$ cat src/rtl/blank_scheduler.sv
// rtl/blank_scheduler.sv - blanking-window arbiter for the sprite/register update port
//
// Shares one update port between NUM_REQ requesters and issues grants only
// while the raster is in horizontal or vertical blanking. Each grant is
// limited to MAX_BURST pixel ticks and is revoked if active video begins.
//
// Optional feature macro: BLANK_SCHED_RR_EN
//   defined   - round-robin selection; the requester after the last one granted
//               has highest priority
//   undefined - fixed priority, lowest index wins
//
// Ports:
//   clk, reset_n   clock, asynchronous active-low reset
//   pix_tick       pixel advance strobe (timing counter enable)
//   hblank         horizontal blank (h_counter < 0)
//   vblank         vertical blank
//   vblank_last    final vblank line; only the hblank window applies on it
//   h_counter      signed horizontal counter, 0 = first visible pixel
//   req            level requests, held for the whole access
//   grant          registered one-hot (or zero) grant
//   busy           registered |grant
//   timeout        one-cycle pulse when the burst limit revokes a grant
//   overrun        sticky flag, grant revoked on active-video entry
//   clear_overrun  synchronous clear of overrun (a new set wins)
module blank_scheduler #(
    parameter int NUM_REQ   = 3,
    parameter int MAX_BURST = 8,
    parameter int HW        = 10
) (
    input  logic                 clk,
    input  logic                 reset_n,
    input  logic                 pix_tick,
    input  logic                 hblank,
    input  logic                 vblank,
    input  logic                 vblank_last,
    input  logic signed [HW:0]   h_counter,
    input  logic [NUM_REQ-1:0]   req,
    output logic [NUM_REQ-1:0]   grant,
    output logic                 busy,
    output logic                 timeout,
    output logic                 overrun,
    input  logic                 clear_overrun
);

    localparam int IDX_W = $clog2(NUM_REQ);

    // Latest hblank position that still leaves room for a full burst.
    localparam logic signed [HW:0] H_LIMIT = (HW+1)'(-MAX_BURST);

    typedef enum logic [1:0] {
        IDLE    = 2'd0,
        GRANT   = 2'd1,
        RELEASE = 2'd2
    } state_t;

    state_t             state;
    logic [IDX_W-1:0]   sel;
    logic [7:0]         burst_cnt;

    logic               window_open;
    logic               any_req;
    logic [IDX_W-1:0]   pick;
    logic               req_drop;
    logic               burst_hit;
    logic               active_video;

    assign window_open  = (vblank && !vblank_last) || (hblank && (h_counter <= H_LIMIT));
    assign any_req      = |req;
    assign req_drop     = !req[sel];
    // True on the tick that brings the count up to MAX_BURST.
    assign burst_hit    = pix_tick && (burst_cnt == 8'(MAX_BURST - 1));
    assign active_video = !hblank && !vblank;

`ifdef BLANK_SCHED_RR_EN
    logic [IDX_W-1:0]   rr_ptr;
    int                 idx;

    // Scan from the highest offset down so the nearest requester after
    // rr_ptr is the last (winning) assignment.
    always_comb begin
        pick = '0;
        idx  = 0;
        for (int k = NUM_REQ - 1; k >= 0; k--) begin
            idx = int'(rr_ptr) + k;
            if (idx >= NUM_REQ) begin
                idx = idx - NUM_REQ;
            end
            if (req[idx]) begin
                pick = IDX_W'(idx);
            end
        end
    end
`else
    always_comb begin
        pick = '0;
        for (int i = NUM_REQ - 1; i >= 0; i--) begin
            if (req[i]) begin
                pick = IDX_W'(i);
            end
        end
    end
`endif

    always_ff @(posedge clk or negedge reset_n) begin
        if (!reset_n) begin
            state     <= IDLE;
            sel       <= '0;
            burst_cnt <= '0;
            grant     <= '0;
            busy      <= 1'b0;
            timeout   <= 1'b0;
            overrun   <= 1'b0;
`ifdef BLANK_SCHED_RR_EN
            rr_ptr    <= '0;
`endif
        end else begin
            timeout <= 1'b0;

            case (state)
                IDLE: begin
                    burst_cnt <= '0;
                    if (window_open && any_req) begin
                        sel   <= pick;
                        grant <= {{(NUM_REQ-1){1'b0}}, 1'b1} << pick;
                        busy  <= 1'b1;
                        state <= GRANT;
`ifdef BLANK_SCHED_RR_EN
                        rr_ptr <= (int'(pick) == NUM_REQ - 1) ? '0 : pick + 1'b1;
`endif
                    end
                end

                GRANT: begin
                    if (pix_tick) begin
                        burst_cnt <= burst_cnt + 8'd1;
                    end
                    if (req_drop || burst_hit || active_video) begin
                        grant   <= '0;
                        busy    <= 1'b0;
                        state   <= RELEASE;
                        // A requester that lets go on the limit tick released normally.
                        timeout <= !req_drop && burst_hit;
                    end
                end

                RELEASE: begin
                    state <= IDLE;
                end

                default: begin
                    state <= IDLE;
                    grant <= '0;
                    busy  <= 1'b0;
                end
            endcase

            // Set has priority over clear so a revocation is never lost.
            if (state == GRANT && active_video) begin
                overrun <= 1'b1;
            end else if (clear_overrun) begin
                overrun <= 1'b0;
            end
        end
    end

endmodule

$ cat config.mk
export PLATFORM = sky130hd
export DESIGN_NAME = blank_scheduler
export DESIGN_NICKNAME = d
export VERILOG_FILES = /design/src/rtl/blank_scheduler.sv
export SDC_FILE = /design/constraint.sdc
export NUM_CORES = 1
export LEC_CHECK = 0
export BUFFER_PORTS_ARGS = -buffer_cell sky130_fd_sc_hd__buf_2
export CAP_MARGIN = 0
export CORE_UTILIZATION = 54
export DETAILED_ROUTE_END_ITERATION = 7
export PLACE_DENSITY = 0.9
export SYNTH_ARGS = -nofsm -noshare
export SYNTH_HDL_FRONTEND = slang
export SYNTH_SLANG_ARGS = --single-unit
$ cat constraint.sdc
create_clock -name clk -period 2.95 [get_ports clk]
set_clock_uncertainty 0.2 [all_clocks]
set_input_delay 0.295 -clock clk [delete_from_list [all_inputs] [get_ports clk]]
set_output_delay 0.295 -clock clk [all_outputs]
set_load 0.02 [all_outputs]
==> results of run 1 <==
-- how the worst min path moves through the flow --
| stage | startpoint | depth (start not counted) | to |
|---|---|---|---|
| detailed placement | reset_n | 1 | burst_cnt[3] |
| global route | vblank | 2 | overrun |
| finish | vblank | 2 | overrun |
| CTS | vblank | 2 | overrun |
| floorplan | reset_n | 0 | burst_cnt[0] |
| global placement | reset_n | 1 | burst_cnt[4] |
-- per-layer routing --
layer / global-route usage (%) / vias to the layer above / part of all wire (%)
met3: 3.600 / 10 / 4.2
met4: 6.061 / 0 / 2.4
li1: - / 448 / -
met5: 0 / - / 0
met1: 33.25 / 442 / 44
met2: 43.77 / 29 / 49
-- cells by family (layout without fill, tap and decap cells) --
logic type / Yosys count / count (layout) / share of synthesized area [%]
adders and majority gates: 1 / 1 / 1.247
buffers and inverters: 8 / 38 / 3.116
xor gates and xnor gates: 5 / 5 / 4.365
muxes: 2 / 2 / 1.995
and+or+nand+nor: 47 / 47 / 26.68
AOI/OAI and AO/OA: 22 / 22 / 17.71
DFF: 18 / 18 / 44.89
-- state kept, by name, summed over array words and instances, names as in the netlist --
signal / cells
overrun: 1
timeout: 1
grant: 3
busy: 1
burst_cnt: 8
state: 2
sel: 2
-- area by class of cell --
type / instances / area (um^2) / share of cell area (%)
clock buffer: 4 / 36.28 / 2.993
sequential: 18 / 450.4 / 37.15
multi-input combinational: 77 / 521.8 / 43.03
inverter: 6 / 22.52 / 1.858
timing repair buffer: 28 / 150.1 / 12.38
tap: 25 / 31.28 / 2.580
-- power groups by stage --
stage	logic [mW]	clock network (mW)	registers, mW
2_1_floorplan	0.189	0	0.370
3_3_place_gp	0.266	0	0.367
3_5_place_dp	0.277	0	0.372
4_1_cts	0.283	0.152	0.367
5_1_grt	0.308	0.167	0.381
6_report	0.280	0.151	0.369
-- layout by cell type (no fill, tap or decap), drive strengths merged, types with 4 or more instances in the layout --
| master | count |
|---|---|
| nor2 | 7 |
| nand2 | 7 |
| inv | 6 |
| nand4 | 5 |
| nand2b | 5 |
| buf | 26 |
| dfrtp | 18 |
| nand3 | 6 |
| clkbuf | 4 |
-- stage by stage --
step	hold slack, ns	utilization, %	worst slack (ns)
floorplan	-0.2006	-	0.9666
global placement	0.03966	66.96	0.8377
detailed placement	0.04829	66.96	0.8167
CTS	0.01720	70.22	0.8921
global route	0.01841	70.22	0.7410
finish	0.02313	70.22	0.9114
-- critical path, cell delays in order (launching register included) --
cell and delay, ns:
dfrtp_1 0.52, or3b_2 0.47, o22ai_1 0.47, a21oi_1 0.12, o21ai_0 0.18
==> flow_metrics.env, run 1 <==
export IMPL_yosysMostFrequentCell="dfrtp_1"
export IMPL_track_usage_pct=25.27
export IMPL_ff2ff_setup_slack_ns=0.91
export IMPL_cp_end_kind="register"
export IMPL_clock_latency_ns=0.29
export IMPL_cts_setup_buffers=0
export IMPL_clk_pin_slew_worst_paths_ns=0.10
export IMPL_regToRegEndpoint="busy"
export IMPL_post_route_period_util_pct=69.10
export IMPL_p_leak_nw=0.5807
export IMPL_antennaDiodeCount=0
export IMPL_r2r_start="state[0]"
export IMPL_via_per_inst=5.880
export IMPL_layout_drive_gt1_share_pct=26.32
export IMPL_place_area_mm2=0.001156
export IMPL_dr_pass1_iters=4
export IMPL_portBuffers=26
export IMPL_core_rowCount=15
export IMPL_fmax_mhz=490.5
export IMPL_synthCells=103
export IMPL_p_per_area_mw_per_mm2=659.7
export IMPL_coreArea_mm2=0.001727
export IMPL_ant_nets=0
export IMPL_yosys_most_used_dff="dfrtp_1"
export IMPL_cts_sinks=18
export IMPL_cts_made_buffers=3
export IMPL_synthArstFlopShare_pct=100.0
export IMPL_io_pin_count=27
export IMPL_arrival_ns=2.05
export IMPL_die_x_um=45.11
export IMPL_synth_top_area_share_pct=44.89
export IMPL_worst_pin_slew_ns=0.6016
export IMPL_cp_start_kind="register"
export IMPL_routedWlPerCell_um=14.41
export IMPL_setup_viol=0
export IMPL_slew_limit_headroom_pct=59.90
export IMPL_worstPathRequired_ns=2.96
export IMPL_setup_tns_ns=0
export IMPL_finalHoldViolations=0
export IMPL_tritoncts="done"
export IMPL_outcome="completed"
export IMPL_hold_class="in -> reg"
export IMPL_yosysTopAreaCell="dfrtp_1"
export IMPL_htreeDepth=1
export IMPL_grt_pass1_vias=836
export IMPL_crit_type="reg -> reg"
export IMPL_combPwrFrac_pct=35.0
export IMPL_dieArea_mm2=0.002034
export IMPL_max_vdd_ir_drop_uv=499.6
export IMPL_initial_core_util_pct=58.12
export IMPL_gp_congestion=0.8507
export IMPL_antenna_found_initial=0
export IMPL_cts_resized=0
export IMPL_dp_hpwl_um=1724
export IMPL_vias=929
export IMPL_synth_warnings=0
export IMPL_wirelength_um=2276
export IMPL_drv_slew=0
export IMPL_postCtsHoldBufs=2
export IMPL_internal_power_mw=0.4960
export IMPL_fillers=151
export IMPL_drc=0
export IMPL_crit_start="state[0]"
export IMPL_drt_iter0_drc=30
export IMPL_synth_common_cells="dfrtp_1 (18), nand2_1 (7), nor2_1 (7)"
export IMPL_cp_max_fo=10
export IMPL_r2r_cells=4
export IMPL_syn_avg_cell_area_um2=9.742
export IMPL_die_y_um=45.11
export IMPL_finalNetCount=156
export IMPL_yosys_top_cells_area="dfrtp_1 (45%), nand2b_1 (3.1%), nand4_1 (3.1%)"
export IMPL_synth_nets=125
export IMPL_fin_area_mm2=0.001212
export IMPL_grt_pass1_wl_um=3663
export IMPL_switching_share_pct=37.98
export IMPL_ys_types=39
export IMPL_grt_overflow=0
export IMPL_finalPower_mw=0.7998
export IMPL_synth_seq_cells=18
export IMPL_p_sw_mw=0.3037
export IMPL_grt_max_degree=19
export IMPL_area_growth_pct=20.82
export IMPL_instances_no_fill=158
export IMPL_syn_area_mm2=0.001003
export IMPL_root_buffer="clkbuf_4"
export IMPL_cp_endpoint="busy"
export IMPL_drv_cap=0
export IMPL_synth_edf_count=0
export IMPL_pwr_share_clk_pct=18.9
export IMPL_rsz0062_at_grt="no"
export IMPL_power_frac_seq_pct=46.1
export IMPL_dp_cells=152
export IMPL_post_route_min_period_ns=2.039
export IMPL_clock_path_buffers=2
export IMPL_ys_seq_area_share_pct=44.89
(Power assumes the default switching activity.)
==> run 2, diff against run 1 <==
Settings changed: CORE_UTILIZATION 54 to 46, PLACE_DENSITY 0.9 to 0.82.
Clock period 2.95 ns to 1.7 ns, I/O delays scaled along.
==> run 2 against run 1 <==
Effect of this change:
- clock power increased by 75%
- critical path depth did not move
- highest routed layer unchanged
- setup slack got worse by 1.0 ns
- sequential power increased by 62%
- non-clock buffer count rose by 18
- combinational power grew to 2.5 times the previous value
- critical path type unchanged
- largest power group is now combinational logic
- largest cell class unchanged
- first-iteration DRC count grew 6.7%
- final cell count is 13% higher
- die area increased by 17%
- design area up 18%
- the run now ends with setup timing left
==> flow_metrics.env, run 2 (synthesis results as in run 1) <==
export IMPL_p_leak_nw=0.7257
export IMPL_gp_congestion=0.8841
export IMPL_largest_reg_flops=8
export IMPL_grt_max_degree=19
export IMPL_failed_checks="setup timing"
export IMPL_dr_pass1_iters=4
export IMPL_setup_tns_ns=-0.5175
export IMPL_multi_input_comb_area_um2=598.1
export IMPL_io_pin_count=27
export IMPL_antennaDiodeCount=0
export IMPL_clock_latency_ns=0.29
export IMPL_antenna_found_initial=0
export IMPL_htreeDepth=1
export IMPL_max_stage_delay_ns=0.56
export IMPL_seqCellArea_um2=450.4
export IMPL_drv_slew=0
export IMPL_slew_limit_headroom_pct=73.49
export IMPL_wl_met3_um=136
export IMPL_worst_pin_slew_ns=0.3976
export IMPL_post_route_min_period_ns=1.819
export IMPL_cp_end_kind="register"
export IMPL_crit_type="reg -> reg"
export IMPL_vias=1010
export IMPL_top_regs="burst_cnt x8, grant x3"
export IMPL_cts_made_buffers=3
export IMPL_die_x_um=48.71
export IMPL_cp_start_kind="register"
export IMPL_finalHoldViolations=0
export IMPL_core_rowCount=16
export IMPL_fillers=150
export IMPL_worstPathRequired_ns=1.66
export IMPL_grt_pass1_wl_um=4243
export IMPL_cp_slowest_cell="or4b_4"
export IMPL_grt_pass1_vias=976
export IMPL_ant_nets=0
export IMPL_clk_pin_slew_worst_paths_ns=0.11
export IMPL_root_buffer="clkbuf_4"
export IMPL_routedWlPerCell_um=14.79
export IMPL_fin_hold_ws_ns=0.02251
export IMPL_dieArea_mm2=0.002372
export IMPL_max_vdd_ir_drop_uv=830.6
export IMPL_drc=0
export IMPL_p_per_area_mw_per_mm2=1093
export IMPL_layout_common_cells="buf_2 (26), dfrtp_1 (18), buf_4 (16), nand2_1 (7), nor2_1 (7)"
export IMPL_path_cells="or4b_4 > o32a_4 > nand3_1 > nand3_1"
export IMPL_outcome="finished with violations"
export IMPL_wirelength_um=2633
export IMPL_cts_sinks=18
export IMPL_cp_max_fo=6
export IMPL_die_y_um=48.71
export IMPL_rsz0062_at_grt="yes"
export IMPL_tritoncts="done"
export IMPL_finalNetCount=174
export IMPL_setup_viol=6
export IMPL_ff2ff_setup_slack_ns=-0.12
export IMPL_portBuffers=26
export IMPL_dr_wl_met2_um=1377
export IMPL_clock_path_buffers=2
export IMPL_crit_path_frequent_cell="nand3_1"
export IMPL_fmax_mhz=549.8
export IMPL_area_growth_pct=42.64
export IMPL_cts_setup_buffers=0
export IMPL_final_common_cell="buf_2"
export IMPL_arrival_ns=1.78
export IMPL_initial_core_util_pct=50.12
export IMPL_post_route_period_util_pct=107.0
export IMPL_dp_hpwl_um=2011
export IMPL_grt_overflow=0
export IMPL_top_register="burst_cnt"
export IMPL_hold_class="in -> reg"
export IMPL_coreArea_mm2=0.002002
export IMPL_dr_max_layer_used="met4"
export IMPL_via_per_inst=5.674
export IMPL_layout_drive_gt1_share_pct=39.74
export IMPL_track_usage_pct=23.96
export IMPL_drv_cap=0
export IMPL_fin_ws_ns=-0.1188
export IMPL_drt_iter0_drc=32
export IMPL_met1_length_um=1051
export IMPL_utilization_pct=71.50
run 2: cell types whose count changed in the layout (fill, tap and decap cells not counted), sizes merged:
cell         previous run  this run
buf                    26        42
dlygate4sd3             2         4
run 2: through the flow:
stage	power, mW	cells	setup WS [ns]	area, um^2
CTS	1.567	178	-0.1263	1419
floorplan	1.022	103	-0.07739	1065
global route	1.672	178	-0.1779	1431
global placement	1.235	170	-0.2028	1330
finish	1.565	178	-0.1188	1431
detailed placement	1.265	170	-0.2213	1330
run 2: path summary, 6_finish.rpt:
kind | from | to | cells past startpoint
max in group asynchronous | reset_n | busy | 2
min reg2reg | busy | busy | 2
min in group asynchronous | reset_n | timeout | 2
min | req[0] | grant[0] | 3
max reg2reg | burst_cnt[5] | grant[2] | 4
max | burst_cnt[5] | grant[2] | 4
run 2: final cells by class:
class / instances / share of cell area [%]
Inverter: 6 / 1.573
Timing Repair Buffer: 46 / 20.28
Tap cell: 27 / 2.360
Clock buffer: 4 / 2.535
Sequential cell: 18 / 31.47
Multi-Input combinational cell: 77 / 41.78
run 2: routing by layer:
layer | track usage, % | vias to the layer above
met3 | 3.774 | 10
met5 | 0 | -
met4 | 8.824 | 0
li1 | - | 487
met1 | 27.73 | 474
met2 | 43.98 | 39
run 2: timing repair:
item,CTS,global route
pin swaps,1,2
hold buffers,4,0
setup endpoints to repair,7,11
gates resized for setup,3,2
hold endpoints to repair,19,0
run 2: worst max-delay path: cells and delay by family (launching register included):
family,cells,cell delay [ns]
flip-flops,1,0.39
AO/OA/AOI/OAI,1,0.37
AND/OR/NAND/NOR,3,0.73
run 2: report_power, final:
part | switching, mW | internal [mW] | leakage, nW | total (mW)
Sequential | 0.0696 | 0.526 | 0.242 | 0.596
Combinational | 0.384 | 0.321 | 0.462 | 0.705
Clock | 0.134 | 0.130 | 0.0210 | 0.264
==> run 3, diff against run 2 <==
Settings changed: ABC_AREA set to 1.
==> run 3 against run 2 <==
Effect of this change:
- the flow now finishes without violations
- setup slack improved by 0.20 ns
- first-iteration DRC count is 56% lower
- clock power is 2% higher
- sequential share of layout area is 2.5 points higher
- critical path type unchanged
- critical endpoint is now burst_cnt[6]
- sequential power about the same
- synthesized cell count up 33%
- largest power group unchanged
- highest routed layer unchanged
- core utilization is 5.2 points lower
==> flow_metrics.env, run 3 <==
export IMPL_outcome="completed"
export IMPL_wirelength_um=2365
export IMPL_synth_top_area_share_pct=44.89
export IMPL_rsz0062_at_grt="yes"
export IMPL_area_growth_pct=32.17
export IMPL_portBuffers=26
export IMPL_cp_max_fo=2
export IMPL_cp_end_kind="register"
export IMPL_synthArstFlopShare_pct=100.0
export IMPL_vias=1005
export IMPL_yosys_most_used_dff="dfrtp_1"
export IMPL_setup_viol=0
export IMPL_routedWlPerCell_um=11.48
export IMPL_ant_nets=0
export IMPL_antennaDiodeCount=0
export IMPL_fin_ws_ns=0.08452
export IMPL_syn_avg_cell_area_um2=7.325
export IMPL_syn_area_mm2=0.001003
export IMPL_regToRegEndpoint="burst_cnt[6]"
export IMPL_layout_common_cells="nand2_1 (39), buf_2 (25), nor2_1 (20), inv_1 (18), dfrtp_1 (18)"
export IMPL_synth_warnings=0
export IMPL_fin_area_mm2=0.001326
export IMPL_pre_cts_ws_ns=0.09839
export IMPL_slew_limit_headroom_pct=73.21
export IMPL_tritoncts="done"
export IMPL_min_delay_worst_endpoint="sel[0]"
export IMPL_synth_seq_cells=18
export IMPL_arrival_ns=1.61
export IMPL_clock_path_buffers=2
export IMPL_top_regs="burst_cnt x8, grant x3"
export IMPL_fmax_mhz=619.0
export IMPL_synth_common_cells="nand2_1 (42), inv_1 (20), nor2_1 (20)"
export IMPL_dieArea_mm2=0.002372
export IMPL_grt_overflow=0
export IMPL_drt_iter0_drc=14
export IMPL_drv_slew=0
export IMPL_worstPathRequired_ns=1.70
export IMPL_antenna_found_initial=0
export IMPL_synth_edf_count=0
export IMPL_final_common_cell="nand2_1"
export IMPL_utilization_pct=66.25
export IMPL_fillers=170
export IMPL_post_route_period_util_pct=95.03
export IMPL_instances_no_fill=206
export IMPL_dr_pass1_iters=4
export IMPL_worst_pin_slew_ns=0.4018
export IMPL_hold_depth=4
export IMPL_synth_nets=159
export IMPL_fin_hold_ws_ns=0.02480
export IMPL_root_buffer="clkbuf_4"
export IMPL_setup_tns_ns=0
export IMPL_cp_start_kind="register"
export IMPL_ff2ff_setup_slack_ns=0.08
export IMPL_top_register="burst_cnt"
export IMPL_via_per_inst=4.879
export IMPL_synthCells=137
export IMPL_die_x_um=48.71
export IMPL_max_vdd_ir_drop_uv=758.3
export IMPL_finalPower_mw=1.601
export IMPL_grt_pass1_wl_um=3746
export IMPL_drc=0
export IMPL_post_route_min_period_ns=1.615
export IMPL_hold_start="req[0]"
export IMPL_crit_type="reg -> reg"
export IMPL_core_rowCount=16
export IMPL_dp_cells=191
export IMPL_largest_reg_flops=8
export IMPL_clock_latency_ns=0.30
export IMPL_layout_drive_gt1_share_pct=30.73
export IMPL_ys_types=22
export IMPL_grt_max_degree=19
export IMPL_p_per_area_mw_per_mm2=1207
export IMPL_drv_cap=0
export IMPL_place_area_mm2=0.001175
export IMPL_htreeDepth=1
export IMPL_finalNetCount=202
export IMPL_clk_pin_slew_worst_paths_ns=0.11
export IMPL_hold_class="in -> reg"
export IMPL_die_y_um=48.71
export IMPL_yosys_top_cells_area="dfrtp_1 (45%), nand2_1 (16%), inv_1 (7.5%)"
export IMPL_dp_hpwl_um=1706
export IMPL_cts_made_buffers=3
export IMPL_grt_pass1_vias=954
export IMPL_yosysMostFrequentCell="nand2_1"
export IMPL_ys_seq_area_share_pct=44.89
export IMPL_cts_sinks=18
export IMPL_p_leak_nw=0.7261
export IMPL_coreArea_mm2=0.002002
export IMPL_r2r_cells=8
export IMPL_yosysTopAreaCell="dfrtp_1"
export IMPL_initial_core_util_pct=50.12
export IMPL_gp_congestion=0.8539
export IMPL_track_usage_pct=20.56
export IMPL_finalHoldViolations=0
export IMPL_r2r_start="burst_cnt[0]"
export IMPL_io_pin_count=27
run 3: cell count changes in the layout (fill, tap and decap cells not counted), moves of 3 or more:
| cell | previous run | this run |
|---|---|---|
| nand2_1 | 7 | 39 |
| nor2_1 | 7 | 20 |
| inv_1 | 6 | 18 |
| buf_4 | 16 | 9 |
| nand2_2 | 0 | 5 |
| nand2b_1 | 5 | 0 |
| o21ai_0 | 0 | 4 |
| inv_2 | 0 | 3 |
| nor2_2 | 0 | 3 |
| o311ai_0 | 3 | 0 |
| xnor2_1 | 3 | 0 |
run 3: repair_timing:
action | in CTS | in global routing
gates resized for setup | 0 | 8
endpoints found under the setup margin | 0 | 5
hold endpoints to repair | 20 | 0
buffers inserted | 0 | 7
hold buffers | 4 | 0
run 3: worst max path at each step:
stage                            start      endpoint
after CTS                     state[0]       overrun
after detailed placement  burst_cnt[1]      grant[1]
after global placement    burst_cnt[1]          busy
after floorplan           burst_cnt[1]          busy
final                     burst_cnt[0]  burst_cnt[6]
after global routing      burst_cnt[1]          busy
run 3: cells by family (layout without fill, tap and decap cells):
| logic type | after synthesis | in the layout | share of synthesized area, % |
|---|---|---|---|
| flops | 18 | 18 | 44.89 |
| xor+xnor | 2 | 2 | 1.746 |
| buf+inv | 22 | 64 | 8.479 |
| simple gates | 85 | 85 | 37.90 |
| fa+ha+maj | 1 | 1 | 1.247 |
| compound gates | 9 | 9 | 5.736 |
run 3: final cells by class:
class | count | area [um^2] | area share, %
Tap cell | 27 | 33.78 | 2.547
Multi-Input combinational cell | 97 | 488.0 | 36.79
Timing Repair Buffer | 38 | 232.7 | 17.55
Inverter | 22 | 85.08 | 6.415
Sequential cell | 18 | 450.4 | 33.96
Clock buffer | 4 | 36.28 | 2.736
run 3: critical path: stages (launching register included):
cell     delay [ns]
dfrtp_1        0.43
ha_4           0.18
buf_4          0.13
buf_4          0.13
nand4_1        0.11
xor2_1         0.17
nor2_1         0.05
nand2_1        0.04
o21ai_0        0.07
run 3: where the power goes:
group          switching [mW]  internal [mW]  leakage, nW
clock                   0.139          0.131       0.0210
sequential             0.0748          0.522        0.243
combinational           0.451          0.285        0.462
total                   0.665          0.937        0.726
run 3: layer usage:
metal / share of wire, % / GRT usage, % / vias to the layer above
li1: - / - / 510
met1: 42 / 22.94 / 461
met2: 53 / 36.57 / 27
met3: 3.0 / 4.717 / 7
met4: 2.2 / 9.804 / 0
met5: 0 / 0 / -
